File: src/rtl/multicycle_ctrl_pkg.sv
// multicycle_ctrl_pkg: state, opcode-class types and RV32I opcode constants for the multi-cycle control FSM
package multicycle_ctrl_pkg;
  localparam logic [6:0] R_TYPE = 7'b0110011;
  localparam logic [6:0] I_TYPE = 7'b0010011;
  localparam logic [6:0] LOAD   = 7'b0000011;
  localparam logic [6:0] STORE  = 7'b0100011;
  localparam logic [6:0] BRANCH = 7'b1100011;
  typedef enum logic [2:0] {S_FETCH, S_DECODE, S_EXEC, S_MEM, S_WB, S_HALT} ctrl_state_t;
  typedef enum logic [2:0] {CL_NONE, CL_R, CL_I, CL_LOAD, CL_STORE, CL_BRANCH} op_class_t;
  function automatic op_class_t op_class(input logic [6:0] op);
    return op == R_TYPE ? CL_R :
           op == I_TYPE ? CL_I :
           op == LOAD   ? CL_LOAD :
           op == STORE  ? CL_STORE :
           op == BRANCH ? CL_BRANCH : CL_NONE;
  endfunction
endpackage

File: src/rtl/multicycle_ctrl.sv
// multicycle_ctrl: FETCH/DECODE/EXEC/MEM/WB sequencer for the multi-cycle RV32I core
// with shared-memory handshake, timeout/illegal-opcode halt and a retired-instruction counter.
module multicycle_ctrl
  import multicycle_ctrl_pkg::*;
#(
  parameter int TIMEOUT = 16,
  parameter int CNT_W   = 32
) (
  input  logic             clk,
  input  logic             rst,
  input  logic [6:0]       opcode,
  input  logic             br_taken,
  input  logic             mem_ready,
  output logic             mem_req,
  output logic             mem_wr,
  output logic             addr_sel,
  output logic             ir_wr,
  output logic             ab_wr,
  output logic             alu_out_wr,
  output logic             reg_wr,
  output logic [1:0]       wb_sel,
  output logic             pc_wr,
  output logic             pc_src,
  output logic             halted,
  output logic             err_illegal,
  output logic             err_timeout,
  output logic [CNT_W-1:0] instret
);
  localparam int WW = $clog2(TIMEOUT);
  ctrl_state_t      r_state;
  op_class_t        r_class;
  logic             r_req;
  logic [WW-1:0]    r_wait;
  logic             r_err_illegal;
  logic             r_err_timeout;
  logic [CNT_W-1:0] r_instret;
  op_class_t        w_class;
  logic             w_done;
  logic             w_tmo;
  logic             w_retire;
  assign w_class  = op_class(opcode);
  assign w_done   = r_req && mem_ready;
  assign w_tmo    = r_req && !mem_ready && r_wait == WW'(TIMEOUT - 1);
  assign w_retire = (r_state == S_EXEC && r_class == CL_BRANCH) ||
                    (r_state == S_MEM && r_class == CL_STORE && w_done) ||
                    r_state == S_WB;
  // r_req is cleared by reset, so the first FETCH after reset spends one cycle raising it
  always_ff @(posedge clk) begin
    if (rst) begin
      r_state       <= S_FETCH;
      r_class       <= CL_NONE;
      r_req         <= 1'b0;
      r_wait        <= '0;
      r_err_illegal <= 1'b0;
      r_err_timeout <= 1'b0;
      r_instret     <= '0;
    end else begin
      r_wait <= '0;
      if (w_retire) r_instret <= r_instret + 1'b1;
      case (r_state)
        S_FETCH, S_MEM: begin
          if (!r_req) r_req <= 1'b1;
          else if (mem_ready) begin
            r_state <= r_state == S_FETCH ? S_DECODE : (r_class == CL_STORE ? S_FETCH : S_WB);
            r_req   <= r_state == S_MEM && r_class == CL_STORE;
          end else if (w_tmo) begin
            r_state       <= S_HALT;
            r_req         <= 1'b0;
            r_err_timeout <= 1'b1;
          end else r_wait <= r_wait + 1'b1;
        end
        S_DECODE: begin
          r_class <= w_class;
          if (w_class == CL_NONE) begin
            r_state       <= S_HALT;
            r_err_illegal <= 1'b1;
          end else r_state <= S_EXEC;
        end
        S_EXEC: begin
          r_state <= (r_class == CL_LOAD || r_class == CL_STORE) ? S_MEM :
                     r_class == CL_BRANCH ? S_FETCH : S_WB;
          r_req   <= r_class != CL_R && r_class != CL_I;
        end
        S_WB: begin
          r_state <= S_FETCH;
          r_req   <= 1'b1;
        end
        default: r_req <= 1'b0;
      endcase
    end
  end
  assign mem_req     = r_req;
  assign addr_sel    = r_state == S_MEM;
  assign mem_wr      = r_state == S_MEM && r_class == CL_STORE;
  assign ir_wr       = r_state == S_FETCH && w_done;
  assign ab_wr       = r_state == S_DECODE;
  assign alu_out_wr  = r_state == S_EXEC;
  assign reg_wr      = r_state == S_WB;
  assign wb_sel      = {1'b0, r_state == S_WB && r_class == CL_LOAD};
  assign pc_wr       = w_retire;
  assign pc_src      = r_state == S_EXEC && r_class == CL_BRANCH && br_taken;
  assign halted      = r_state == S_HALT;
  assign err_illegal = r_err_illegal;
  assign err_timeout = r_err_timeout;
  assign instret     = r_instret;
endmodule

File: config.mk
export PLATFORM = sky130hd
export DESIGN_NAME = multicycle_ctrl
export DESIGN_NICKNAME = d
export VERILOG_FILES = /design/src/rtl/multicycle_ctrl_pkg.sv /design/src/rtl/multicycle_ctrl.sv
export SDC_FILE = /design/constraint.sdc
export NUM_CORES = 1
export LEC_CHECK = 0
export ABC_AREA = 1
export ABC_CLOCK_PERIOD_IN_PS = 3600
export CAP_MARGIN = 20
export CORE_ASPECT_RATIO = 1.75
export CORE_MARGIN = 2
export CORE_UTILIZATION = 40
export CTS_CLUSTER_DIAMETER = 50
export DETAILED_ROUTE_END_ITERATION = 12
export SYNTH_ARGS = -nofsm -noshare
export SYNTH_HDL_FRONTEND = slang
export SYNTH_SLANG_ARGS = --single-unit
File: constraint.sdc
create_clock -name clk -period 3.6 [get_ports clk]
set_input_delay 0.36 -clock clk [delete_from_list [all_inputs] [get_ports clk]]
set_output_delay 0.36 -clock clk [all_outputs]
set_load 0.02 [all_outputs]
==> impl_metrics.json <==
{
  "grt-ovfl-total": 0,
  "cap_violations": 0,
  "placement_rows": 40,
  "setup.worst_path.class": "in2out",
  "timing.critical_path.arrival_ns": 2.01,
  "post_synth_instance_area_mm2": 0.002751,
  "setup_total_negative_slack_ns": 0,
  "avgSynthCellArea_um2": 5.955,
  "top_usage_layer": "met2",
  "fin_hold_ws_ns": 0.4495,
  "p_leak_nw": 1.239,
  "crit_path_end_kind": "primary output",
  "slew_violations": 0,
  "synth_enable_flop_cells": 0,
  "ys_seq_elements": 45,
  "cts_post_setup_buffers_inserted": 0,
  "chipWidth_um": 66.70,
  "powerDensity_mw_per_mm2": 443.2,
  "clock_tree.root_cell": "clkbuf_16",
  "via_count_of_the_first_global_routing_pass": 2723,
  "timing.critical_path.cells": "clkdlybuf4s50_1 -> nand2_1 -> inv_1 -> nand2_1 -> nand2_2 -> clkdlybuf4s50_1",
  "grtUsageMet3_pct": 3.550,
  "antennaDiodeCount": 0,
  "numClockSinks": 45,
  "final_worst_path_cycle_share_pct": 65.79,
  "synth-warning-count": 0,
  "worst_setup_hold_path_clk_slew_ns": 0.06,
  "routed_via_density": 4.973,
  "synth.top_cells.by_area": "dfxtp_1 (33%), nand2_1 (24%), nor2_1 (10%), a21oi_1 (6.4%), inv_1 (5.6%)",
  "hold_path_class": "reg2reg",
  "layout.filler_cells": 744,
  "antenna_violating_nets_post_route": 0,
  "postSynthCellCount": 462,
  "timing.clock.skew_ns": 0.002807,
  "grt_setup_unrepaired": "no",
  "routabilityCongestion": 0.8629,
  "drt_first_iter_violations": 82,
  "post_cts_resized": 0,
  "fp.dieH_um": 113.7,
  "floorplan.initialDensity_pct": 40.72,
  "via_count": 2984,
  "synth.cells.most_frequent": "nand2_1 (173), nor2_1 (73), dfxtp_1 (45)",
  "seq_area_frac_synth_pct": 32.74,
  "synth_nets": 475,
  "first_element_of_the_critical_path": "mem_ready",
  "cpMaxStageDelayCell": "clkdlybuf4s50_1",
  "grt.met2_usage_pct": 42.00,
  "wire_per_inst_um": 13.03,
  "layout_min_cycle_time_ns": 2.368,
  "final-hold-violation-count": 0,
  "route.final.wire_length_um": 7818,
  "status": "complete, no violations",
  "final_core_utilization_pct": 51.54,
  "hold_path.startpoint": "err_illegal",
  "cts_buffer_depth": 2,
  "met1_usage_pct": 21.82,
  "worst_r2r_startpoint": "instret[0]",
  "totalPowerFinal_mw": 1.543,
  "cts_made_buffers": 5,
  "start_kind": "input port",
  "antenna_found_initial": 0,
  "cp_max_fo": 13,
  "final.setup.worst_slack_ns": 1.232,
  "layout-drive-gt1-share_pct": 5.233,
  "first_pass_iters": 4,
  "hpwl_um": 5963,
  "timing.critical_path.slowest_cell_delay_ns": 0.65,
  "clkLatencyLatePin_ns": 0.29,
  "timing.final.setup_violations": 0,
  "vdd_drop_max_mv": 0.2657,
  "top_level_ports": 57,
  "postSynth.topFlopCell": "dfxtp_1",
  "buffer_ports.inserted": 55,
  "global_route_wire_length_before_repair_um": 12600,
  "flow.area_growth_from_synthesis_pct": 26.56,
  "placement_setup_slack_ns": 1.213,
  "synth_area_leader_cell": "dfxtp_1",
  "core_region_area_mm2": 0.006756,
  "synth_async_sr_flop_share_pct": 0,
  "design.final.nets": 528,
  "die_area_mm2": 0.007584,
  "h_tree_lvls": 2,
  "remaining_drc_errors": 0,
  "cts_hold_buffers": 0,
  "grt_util_all_layers_pct": 21.93,
  "pin_count_of_the_biggest_net_entering_global_routing": 31,
  "worst-endpoint-required_ns": 3.24,
  "synth.distinct_cells": 27,
  "synthDominantCellAreaShare_pct": 32.74,
  "tritoncts": "yes",
  "timing.fmax_mhz": 422.2,
  "yosysMostFrequentCell": "nand2_1"
}
routing by layer:
metal	share of wire [%]	wire, µm
met5	0	0
met2	55	4269
met1	38	2949
met3	3.8	296
met4	3.9	303
path summary, 6_finish.rpt:
kind	endpoint	cells after the start	slack (ns)
min reg2reg	err_illegal	2	0.45
max reg2reg	instret[28]	9	1.70
max	pc_wr	6	1.23
min	err_illegal	2	0.45
metrics by stage:
| step | instances | cell area [µm²] |
|---|---|---|
| detailed placement | 592 | 3339 |
| CTS | 600 | 3482 |
| floorplan | 462 | 2751 |
| global route | 600 | 3482 |
| finish | 600 | 3482 |
| global placement | 592 | 3339 |
power breakdown:
part           internal (mW)  total (mW)  switching [mW]
sequential             0.537       0.580          0.0430
clock                  0.255       0.453           0.199
combinational          0.165       0.510           0.345
final cells by class:
type / instances / area [µm²] / share of cell area (%)
Inverter: 46 / 172.7 / 4.959
Timing Repair Buffer: 57 / 565.5 / 16.24
Tap cell: 84 / 105.1 / 3.018
Multi-Input combinational cell: 360 / 1595 / 45.81
Clock inverter: 3 / 17.52 / 0.5031
Sequential cell: 45 / 900.9 / 25.87
Clock buffer: 5 / 125.1 / 3.593
flip-flops by register name (all words and copies together), names as in the netlist:
| register | count |
|---|---|
| mem_req | 1 |
| err_illegal | 1 |
| r_class | 3 |
| instret | 32 |
| r_wait | 4 |
| r_state | 3 |
| err_timeout | 1 |
cells by family (layout without fill, tap and decap cells):
family | Yosys count | count (layout) | synth area share (%)
adders and majority gates | 2 | 2 | 0.9094
xor gates and xnor gates | 10 | 10 | 3.183
AOI/OAI and AO/OA | 49 | 49 | 9.277
and+or+nand+nor | 298 | 298 | 44.47
buffers and inverters | 57 | 111 | 9.277
DFF | 45 | 45 | 32.74
other | 1 | 1 | 0.1363
worst max-delay path, delay by kind of cell:
kind / cells / cell delay [ns]
buf+inv: 3 / 1.25
simple gates: 3 / 0.40
cell usage in the layout (no fill, tap or decap), drive strengths merged:
master           n
inv             46
nor3b            2
nand4            4
xnor2            1
o21ai           11
nor2            78
nand3           31
o211ai           1
a21oi           37
dfxtp           45
ha               2
clkdlybuf4s50   55
conb             1
clkbuf           5
and3             1
xor2             9
clkinvlp         1
buf              2
nor3             7
nand2          175
clkinv           2
(Power assumes the default switching activity.)
